[src/rtl/spi_reg_ctrl.sv]
// SPI frame sequencer and register-bus arbiter: decodes host command/data words into
// bus reads/writes and shares the bus round-robin with one local fabric requester.
module spi_reg_ctrl #(
  parameter int unsigned ADDR_W   = 8,
  parameter int unsigned TIMEOUT  = 255,
  parameter logic [15:0] ERR_WORD = 16'hDEAD
) (
  input  logic              clk,
  input  logic              resetn,
  input  logic              frm_start,
  input  logic              frm_end,
  input  logic              rx_valid,
  input  logic [15:0]       rx_word,
  output logic [15:0]       tx_word,
  input  logic              loc_req,
  input  logic              loc_we,
  input  logic [ADDR_W-1:0] loc_addr,
  input  logic [15:0]       loc_wdata,
  output logic              loc_ack,
  output logic [15:0]       loc_rdata,
  output logic              bus_req,
  output logic              bus_we,
  output logic [ADDR_W-1:0] bus_addr,
  output logic [15:0]       bus_wdata,
  input  logic              bus_ack,
  input  logic [15:0]       bus_rdata,
  output logic [2:0]        err_status,
  input  logic              err_clr
);

  typedef enum logic [1:0] {F_IDLE, F_CMD, F_WR, F_RD} fstate_t;
  typedef enum logic [1:0] {B_IDLE, B_SPI, B_LOC} bstate_t;

  localparam logic [15:0] TO_LAST = 16'(TIMEOUT - 1);

  fstate_t r_fstate, w_fnext;
  bstate_t r_bstate, w_bnext;

  logic [ADDR_W-1:0] r_addr, r_slot_addr, w_addr_nxt, w_cmd_addr;
  logic              r_ainc, r_slot_v, r_slot_we, r_spi_busy, r_tx_ready, r_last_loc;
  logic [15:0]       r_slot_data, r_tcnt, w_rdata;
  logic              w_rx_live, w_occupied, w_cmd, w_wr_load, w_rd_next;
  logic              w_overrun, w_underrun;
  logic              w_spi_pend, w_loc_pend, w_grant_spi, w_grant_loc;
  logic              w_busy, w_tout, w_done, w_spi_done, w_tx_upd;

  // Frame decode; a word coinciding with a frame boundary belongs to neither frame
  assign w_rx_live  = rx_valid && !frm_start && !frm_end;
  assign w_occupied = r_slot_v || r_spi_busy;
  assign w_cmd_addr = rx_word[ADDR_W-1:0];
  assign w_addr_nxt = r_addr + ADDR_W'(r_ainc);
  assign w_cmd      = w_rx_live && (r_fstate == F_CMD);
  assign w_wr_load  = w_rx_live && (r_fstate == F_WR) && !w_occupied;
  assign w_overrun  = w_rx_live && (r_fstate == F_WR) && w_occupied;
  assign w_underrun = w_rx_live && (r_fstate == F_RD) && !r_tx_ready && w_occupied;
  assign w_rd_next  = w_rx_live && (r_fstate == F_RD) && !w_underrun;

  // Bus completion and arbitration
  assign w_busy      = (r_bstate != B_IDLE);
  assign w_tout      = w_busy && !bus_ack && (r_tcnt == TO_LAST);
  assign w_done      = w_busy && (bus_ack || w_tout);
  assign w_rdata     = bus_ack ? bus_rdata : ERR_WORD;
  assign w_spi_done  = (r_bstate == B_SPI) && w_done;
  assign w_spi_pend  = r_slot_v;
  assign w_loc_pend  = loc_req && !loc_ack;
  assign w_grant_spi = (r_bstate == B_IDLE) && w_spi_pend && (!w_loc_pend || r_last_loc);
  assign w_grant_loc = (r_bstate == B_IDLE) && w_loc_pend && (!w_spi_pend || !r_last_loc);
  // Read data is kept only for a live cycle of the frame that is still reading
  assign w_tx_upd    = w_spi_done && r_spi_busy && !bus_we && (r_fstate == F_RD) &&
                       !frm_start && !frm_end;

  always_comb begin
    w_fnext = r_fstate;
    if (frm_end)        w_fnext = F_IDLE;
    else if (frm_start) w_fnext = F_CMD;
    else if (w_cmd)     w_fnext = rx_word[15] ? F_WR : F_RD;
  end

  always_comb begin
    w_bnext = r_bstate;
    case (r_bstate)
      B_IDLE: begin
        if (w_grant_spi)      w_bnext = B_SPI;
        else if (w_grant_loc) w_bnext = B_LOC;
      end
      default: if (w_done) w_bnext = B_IDLE;
    endcase
  end

  always_ff @(posedge clk or negedge resetn) begin
    if (!resetn) begin
      r_fstate    <= F_IDLE;
      r_addr      <= '0;
      r_ainc      <= 1'b0;
      r_slot_v    <= 1'b0;
      r_slot_we   <= 1'b0;
      r_slot_addr <= '0;
      r_slot_data <= '0;
      r_spi_busy  <= 1'b0;
      r_tx_ready  <= 1'b0;
      tx_word     <= '0;
      err_status  <= '0;
    end else begin
      r_fstate   <= w_fnext;
      err_status <= (err_clr ? '0 : err_status) | {w_tout, w_underrun, w_overrun};
      if (w_spi_done) r_spi_busy <= 1'b0;
      if (w_grant_spi) begin
        r_slot_v   <= 1'b0;
        r_spi_busy <= 1'b1;
      end
      if (w_tx_upd) begin
        tx_word    <= w_rdata;
        r_tx_ready <= 1'b1;
      end
      // A restarted frame disowns both the pending slot and any in-flight SPI cycle
      if (frm_start) begin
        r_slot_v   <= 1'b0;
        r_spi_busy <= 1'b0;
        r_tx_ready <= 1'b0;
      end else if (w_cmd) begin
        r_addr     <= w_cmd_addr;
        r_ainc     <= rx_word[14];
        r_tx_ready <= 1'b0;
        if (!rx_word[15]) begin
          r_slot_v    <= 1'b1;
          r_slot_we   <= 1'b0;
          r_slot_addr <= w_cmd_addr;
        end
      end else if (w_wr_load) begin
        r_slot_v    <= 1'b1;
        r_slot_we   <= 1'b1;
        r_slot_addr <= r_addr;
        r_slot_data <= rx_word;
        r_addr      <= w_addr_nxt;
      end else if (w_rd_next) begin
        r_slot_v    <= 1'b1;
        r_slot_we   <= 1'b0;
        r_slot_addr <= w_addr_nxt;
        r_addr      <= w_addr_nxt;
        r_tx_ready  <= 1'b0;
      end
    end
  end

  always_ff @(posedge clk or negedge resetn) begin
    if (!resetn) begin
      r_bstate   <= B_IDLE;
      r_last_loc <= 1'b1;
      r_tcnt     <= '0;
      bus_req    <= 1'b0;
      bus_we     <= 1'b0;
      bus_addr   <= '0;
      bus_wdata  <= '0;
      loc_ack    <= 1'b0;
      loc_rdata  <= '0;
    end else begin
      r_bstate <= w_bnext;
      loc_ack  <= 1'b0;
      if (w_grant_spi) begin
        bus_req    <= 1'b1;
        bus_we     <= r_slot_we;
        bus_addr   <= r_slot_addr;
        bus_wdata  <= r_slot_data;
        r_last_loc <= 1'b0;
        r_tcnt     <= '0;
      end else if (w_grant_loc) begin
        bus_req    <= 1'b1;
        bus_we     <= loc_we;
        bus_addr   <= loc_addr;
        bus_wdata  <= loc_wdata;
        r_last_loc <= 1'b1;
        r_tcnt     <= '0;
      end else if (w_busy) begin
        if (w_done) bus_req <= 1'b0;
        else        r_tcnt  <= r_tcnt + 16'd1;
      end
      if ((r_bstate == B_LOC) && w_done) begin
        loc_ack   <= 1'b1;
        loc_rdata <= w_rdata;
      end
    end
  end

endmodule
[config.mk]
export PLATFORM = sky130hd
export DESIGN_NAME = spi_reg_ctrl
export DESIGN_NICKNAME = d
export VERILOG_FILES = /design/src/rtl/spi_reg_ctrl.sv
export SDC_FILE = /design/constraint.sdc
export NUM_CORES = 1
export LEC_CHECK = 0
export BUFFER_PORTS_ARGS = -buffer_cell sky130_fd_sc_hd__buf_4
export CAP_MARGIN = 30
export CORE_UTILIZATION = 43
export DETAILED_ROUTE_END_ITERATION = 7
export PLACE_DENSITY = 0.74
export SYNTH_ARGS = -nofsm -noshare
export SYNTH_HDL_FRONTEND = slang
export SYNTH_SLANG_ARGS = --single-unit
[constraint.sdc]
create_clock -name clk -period 2.5 [get_ports clk]
set_input_delay 0.5 -clock clk [delete_from_list [all_inputs] [get_ports clk]]
set_output_delay 0.5 -clock clk [all_outputs]
set_load 0.05 [all_outputs]
==> metrics, run 1 <==
pin slew with the least headroom to its limit 0.915 ns; Hold Violations, Final 0; largest net degree at the start of global routing 60; post-CTS resize count 0; Synth Instances 603; die width 119 µm; Pleak 0.00348 µW; CTS tree yes; Mapped Area 0.00586 mm²; initial cell density of the core 44.2%; CTS clk-pin slew, worst paths 0.05 ns; CTS root buffer clkbuf_16; Fillers 1156; Max-Slew Margin vs Limit 39.0%; Setup violations, final 0; Fin Clk Skew 0.0111 ns; syn nets 672; Synth Register Bits 120; Final GP Congestion 0.885; post-synth top area share 50.8%; most frequent cells in the layout buf_4 (141), dfrtp_1 (119), nand2_1 (104); Initial DRC Count 285; share of layout cells above drive strength 1 26.2%; CP arrival 2.60 ns; Die Height 119 µm; GRT Total Usage 22.6%; clk_lat worst skew 0.42 ns; Antenna Cells 0; Netlist cell types 63; Top FF cell, synth dfrtp_1; Fin Setup TNS 0 ns; maximum vdd drop 0.465 mV; number of global-route vias before repair 5013; largest area contributor in the netlist dfrtp_1; final worst path period share 92.1%; WP data required 2.80 ns; die area 0.0141 mm²; DR DRC count 0; final antenna-violating net count 0; Worst Setup Path Type flop to flop; Hold Buf Count CTS 0; GR Overflow Total 0; unrepaired setup endpoints after global routing no; antenna violations before repair 0; Vias 5130; Final Max Slew Viols 0; Pwr Density 1050 mW/mm²; DRT Pass-1 Iters 5; commonest non-fill, non-tap cell in the layout buf_4; sequential area share after synthesis 51.3%; first-pass GRT wire length 25100 µm; drt via density 5.56; nets 805; status complete, no violations; Tmin final 2.30 ns; total CTS buffers 17; Wirelength per Cell 16.4 µm; Fmax 0.434 GHz; register area 0.00300 mm²; CTS H-tree lvls 4; Synth warnings 0; area of the multi-input gates 0.00261 mm²; crit-path max FO 20; crit path launch type flop; Sink Count 120; hpwl dp 10800 µm; Clock Path Buffers 2; max-cap violations 0; power consumption 8120 µW; asr flop ratio synth 100%; Core Rows 42; core area 0.0132 mm²; Syn Area/Cell 9.71 µm²; Port Buf Inserts 126; critical path endpoint category flop; final wirelength 15200 µm; Ports 127; Area Overhead vs Synth 31.5%; number of flops mapped to enable cells by yosys 0; Hold WS 0.0913 ns; Area contributors post-synth dfrtp_1 (51%), mux2i_1 (6.8%), nand2_1 (6.7%); worst min path class input port to async pin; Setup Fix Bufs, Post-CTS 0
metal layers:
metal | share of wire, % | vias up | GRT usage [%]
met3 | 4.5 | 30 | 4.25
met2 | 52 | 156 | 38.2
met1 | 42 | 2524 | 28.8
met5 | 0 | - | 0
li1 | - | 2420 | -
met4 | 1.7 | 0 | 7.99
final timing paths:
check,startpoint,endpoint,slack [ns],depth (start not counted)
max in group asynchronous,resetn,r_last_loc$_DFFE_PN1P_,1.68,2
max reg2reg,r_tcnt[8]$_DFFE_PN0P_,tx_word[1]$_DFFE_PN0P_,0.20,4
min reg2reg,r_slot_data[14]$_DFFE_PN0P_,r_slot_data[14]$_DFFE_PN0P_,0.47,2
min in group clk,rx_word[8],r_slot_data[8]$_DFFE_PN0P_,0.28,3
min,resetn,bus_wdata[7]$_DFFE_PN0P_,0.09,1
max,r_tcnt[8]$_DFFE_PN0P_,tx_word[1]$_DFFE_PN0P_,0.20,4
through the flow:
step | area (µm²) | std cells | utilization [%] | setup WS (ns)
6_report | 7700 | 923 | 58.2 | 0.198
3_3_place_gp | 7080 | 893 | 53.5 | 0.279
4_1_cts | 7700 | 923 | 58.2 | 0.190
2_1_floorplan | 5860 | 603 | - | 0.372
5_1_grt | 7700 | 923 | 58.2 | 0.0611
3_5_place_dp | 7080 | 893 | 53.5 | 0.191
worst max-delay path: stages (launching register included):
cell	delay (ns)
dfrtp_1	0.43
or4_4	0.57
nor4_4	0.47
a21oi_2	0.33
a211o_1	0.38
registers in the layout (all words and copies together), names as in the netlist:
| name | count |
|---|---|
| err_status | 3 |
| r_addr | 8 |
| loc_rdata | 16 |
| r_spi_busy | 1 |
| r_slot_addr | 8 |
| r_tcnt | 16 |
| r_tx_ready | 1 |
| bus_wdata | 16 |
| r_slot_data | 16 |
| r_ainc | 1 |
| bus_addr | 8 |
| r_slot_v | 1 |
| bus_we | 1 |
| loc_ack | 1 |
| r_last_loc | 1 |
| tx_word | 16 |
| r_fstate | 2 |
| r_slot_we | 1 |
| r_bstate | 2 |
| bus_req | 1 |
power breakdown:
| part | switching (µW) | internal (µW) |
|---|---|---|
| registers | 362 | 2430 |
| logic | 1910 | 852 |
| clock network | 841 | 1730 |
logic make-up (layout without fill, tap and decap cells):
logic type               count (synthesis)  in the layout  synth area share, %
AO/OA/AOI/OAI                          145            145                 16.2
XOR/XNOR                                 4              4                0.598
adder cells (fa/ha/maj)                  4              4                0.854
buffers and inverters                   66            210                 4.59
flip-flops                             120            120                 51.3
multiplexers                            44             44                 7.60
AND/OR/NAND/NOR                        220            220                 18.9
synth_stat cells (2+ instances only):
| master | instances |
|---|---|
| and3_1 | 6 |
| o31ai_1 | 9 |
| o221ai_1 | 2 |
| o311ai_0 | 2 |
| mux2i_1 | 40 |
| o221a_2 | 2 |
| o211ai_1 | 10 |
| a21oi_1 | 38 |
| or3b_2 | 3 |
| nand4b_1 | 2 |
| nand4_1 | 8 |
| clkbuf_1 | 19 |
| a211oi_1 | 6 |
| dfrtp_1 | 119 |
| nand3_1 | 17 |
| a2bb2oi_1 | 4 |
| a32o_1 | 5 |
| nor4b_1 | 2 |
| nand2b_1 | 15 |
| a31oi_1 | 3 |
| o21ai_0 | 37 |
| nor4_1 | 2 |
| a22oi_1 | 3 |
| nor2_1 | 23 |
| nor3_1 | 3 |
| xnor2_1 | 3 |
| a211o_1 | 6 |
| or4_1 | 10 |
| and2_1 | 3 |
| mux2_2 | 4 |
| nor2b_1 | 10 |
| a21o_1 | 3 |
| nand2_1 | 104 |
| o22ai_1 | 3 |
| buf_2 | 7 |
| ha_1 | 4 |
| inv_1 | 36 |
| o2bb2ai_1 | 2 |
| and4_1 | 2 |
| or2_2 | 3 |
area by class of cell:
type	count	area share (%)
clock buffer	21	6.11
clock inverter	9	1.92
inverter	36	1.75
tap	176	2.86
sequential	120	39.0
multi-input combinational	417	33.8
timing repair buffer	144	14.5
No activity file was read; power rests on OpenSTA's default activity.
==> run 2, diff against run 1 <==
- RECOVER_POWER: unset -> 50
- clock period: 2.5 -> 2.8 ns (I/O delays scaled with it)
==> run 2 against run 1 <==
  * Design area down 1.9%
  * Via count shrank 1.5%
  * Hold slack better by 0.23 ns
  * Non-clock buffer count fell by 3
  * Power shrank 13%
  * Clock skew up 0.0030 ns
  * Sequential power fell by 11%
  * First-iteration DRC count is 22% higher
  * Final cell count fell by 0.11%
  * Clock power decreased by 11%
  * Die area unchanged
==> metrics, run 2 (synthesis gave the netlist of run 1 again) <==
nets 802 (was 805); final antenna-violating net count 0 (unchanged); largest net degree at the start of global routing 60 (unchanged); Max-Slew Margin vs Limit 11.8% (was 39.0%); Tmin final 2.36 ns; crit-path max cell delay 0.81 ns (was 0.57 ns); worst r2r src r_tcnt[8]$_DFFE_PN0P_ (unchanged); core area 0.0132 mm² (unchanged); Hold Violations, Final 0 (unchanged); share of layout cells above drive strength 1 22.3% (was 26.2%); DR DRC count 0 (unchanged); Setup violations, final 0 (unchanged); reg2reg setup slack 0.54 ns (was 0.20 ns); CTS tree yes (unchanged); pin slew with the least headroom to its limit 1.32 ns (was 0.915 ns); power consumption 7080 µW (was 8120 µW); commonest non-fill, non-tap cell in the layout dfrtp_1 (was buf_4); switching pwr 2820 µW (was 3120 µW); Crit. Startpoint frm_end (was r_tcnt[8]$_DFFE_PN0P_); worst min path class input port to async pin (unchanged); CP Depth 5 (was 4); initial cell density of the core 44.2% (unchanged); hpwl dp 11000 µm (was 10800 µm); antenna violations before repair 0 (unchanged); Fin Setup TNS 0 ns (unchanged); unrepaired setup endpoints after global routing no (unchanged); most frequent cells in the layout dfrtp_1 (119), buf_4 (108), nand2_1 (104) (was buf_4 (141), dfrtp_1 (119), nand2_1 (104)); total CTS buffers 17 (unchanged); slowest CP cell nor3b_1 (was or4_4); Placed Instances 890 (was 893); Pwr Density 937 mW/mm² (was 1050 mW/mm²); die width 119 µm (unchanged); Fmax 0.423 GHz; worst path cell trace clkbuf_1 -> nor3b_1 -> nand2_1 -> a211oi_1 -> a2bb2oi_1 (was or4_4 -> nor4_4 -> a21oi_2 -> a211o_1); Fin Clk Skew 0.0141 ns (was 0.0111 ns); Clock Path Buffers 2 (unchanged); Area Overhead vs Synth 29.0% (was 31.5%); Final Max Slew Viols 0 (unchanged); Ports 127 (unchanged); Combinational Power Share 32.7% (was 34.0%); GRT Total Usage 22.8% (was 22.6%); final wirelength 15200 µm (about the same); Worst Setup Path Type input port to flop (was flop to flop); CTS root buffer clkbuf_16 (unchanged); fraction of power consumed by sequential logic 35.0% (was 34.4%); Non-Filler Instances 922 (was 923); DRT Pass-1 Iters 5 (unchanged); Setup crit end r_addr[3]$_DFFE_PN0P_ (was tx_word[1]$_DFFE_PN0P_); Antenna Cells 0 (unchanged); drt via density 5.48 (was 5.56); crit path launch type input port (was flop); kind of cell adding the most delay to the critical path simple AND/OR/NAND/NOR gates (unchanged); Pleak 0.00335 µW (was 0.00348 µW); Clock power frac 32.3% (was 31.6%); Wirelength per Cell 16.5 µm (was 16.4 µm); clk_lat worst skew 0.42 ns (about the same); Sink Count 120 (unchanged); Bufs and invs on worst path 1 (was 0); status complete, no violations (unchanged); Vias 5054 (was 5130); Reg-to-Reg End loc_rdata[8]$_DFFE_PN0P_ (was tx_word[1]$_DFFE_PN0P_); Initial DRC Count 349 (was 285); Die Height 119 µm (unchanged); CTS H-tree lvls 4 (unchanged); Net Sw Frac 39.8% (was 38.4%); CTS clk-pin slew, worst paths 0.06 ns (was 0.05 ns); maximum vdd drop 0.426 mV (was 0.465 mV); Core Rows 42 (unchanged); crit-path max FO 17 (was 20); Setup Fix Bufs, Post-CTS 0 (unchanged); Internal 4260 µW (was 5010 µW); post-CTS resize count 0 (unchanged); final worst path period share 84.4%; number of global-route vias before repair 4987 (was 5013); critical path endpoint category flop (unchanged); Port Buf Inserts 126 (unchanged); GR Overflow Total 0 (unchanged); max-cap violations 0 (unchanged); Final GP Congestion 0.882 (was 0.885); cell count of the worst reg-to-reg path 4 (unchanged); die area 0.0141 mm² (unchanged); fin util 57.1% (was 58.2%); CP arrival 2.71 ns (was 2.60 ns); Hold Buf Count CTS 0 (unchanged); first-pass GRT wire length 25400 µm (was 25100 µm); WP data required 3.14 ns (was 2.80 ns)
## run 2: area by class of cell
| cell class | count | area (µm²) |
|---|---|---|
| repair buffers | 141 | 970 |
| inverters | 36 | 135 |
| fillers | 1168 | 5690 |
| clock inverters | 11 | 145 |
| flip-flops and latches | 120 | 3000 |
| multi-input cells | 417 | 2600 |
| clock buffers | 21 | 480 |
| well taps | 176 | 220 |
## run 2: worst min path at each step
stage                                      end  slack, ns
floorplan              bus_addr[0]$_DFFE_PN0P_       0.26
global placement    r_slot_data[3]$_DFFE_PN0P_       0.46
detailed placement  r_slot_data[9]$_DFFE_PN0P_       0.47
CTS                      r_addr[0]$_DFFE_PN0P_       0.16
global route        r_slot_data[9]$_DFFE_PN0P_       0.34
finish                   r_addr[0]$_DFFE_PN0P_       0.32
## run 2: routing by layer
metal	share of wire [%]	vias up	track usage [%]
met4	2.4	0	9.10
met1	43	2472	30.2
met3	3.8	24	4.15
met5	0	-	0
met2	50	144	37.0
li1	-	2414	-
## run 2: power groups by stage
stage          Sequential, µW  Combinational, µW  Clock [µW]
2_1_floorplan            3500                594           0
4_1_cts                  2480               2490        2320
5_1_grt                  2530               2460        2390
3_3_place_gp             2490               2430           0
3_5_place_dp             2510               2480           0
6_report                 2480               2310        2280
## run 2: metrics by stage
stage	hold WS, ns	worst slack [ns]	area [µm²]
2_1_floorplan	0.264	0.612	5860
3_3_place_gp	0.463	0.491	7060
3_5_place_dp	0.466	0.359	7060
4_1_cts	0.156	0.533	7690
5_1_grt	0.335	0.227	7560
6_report	0.322	0.437	7560
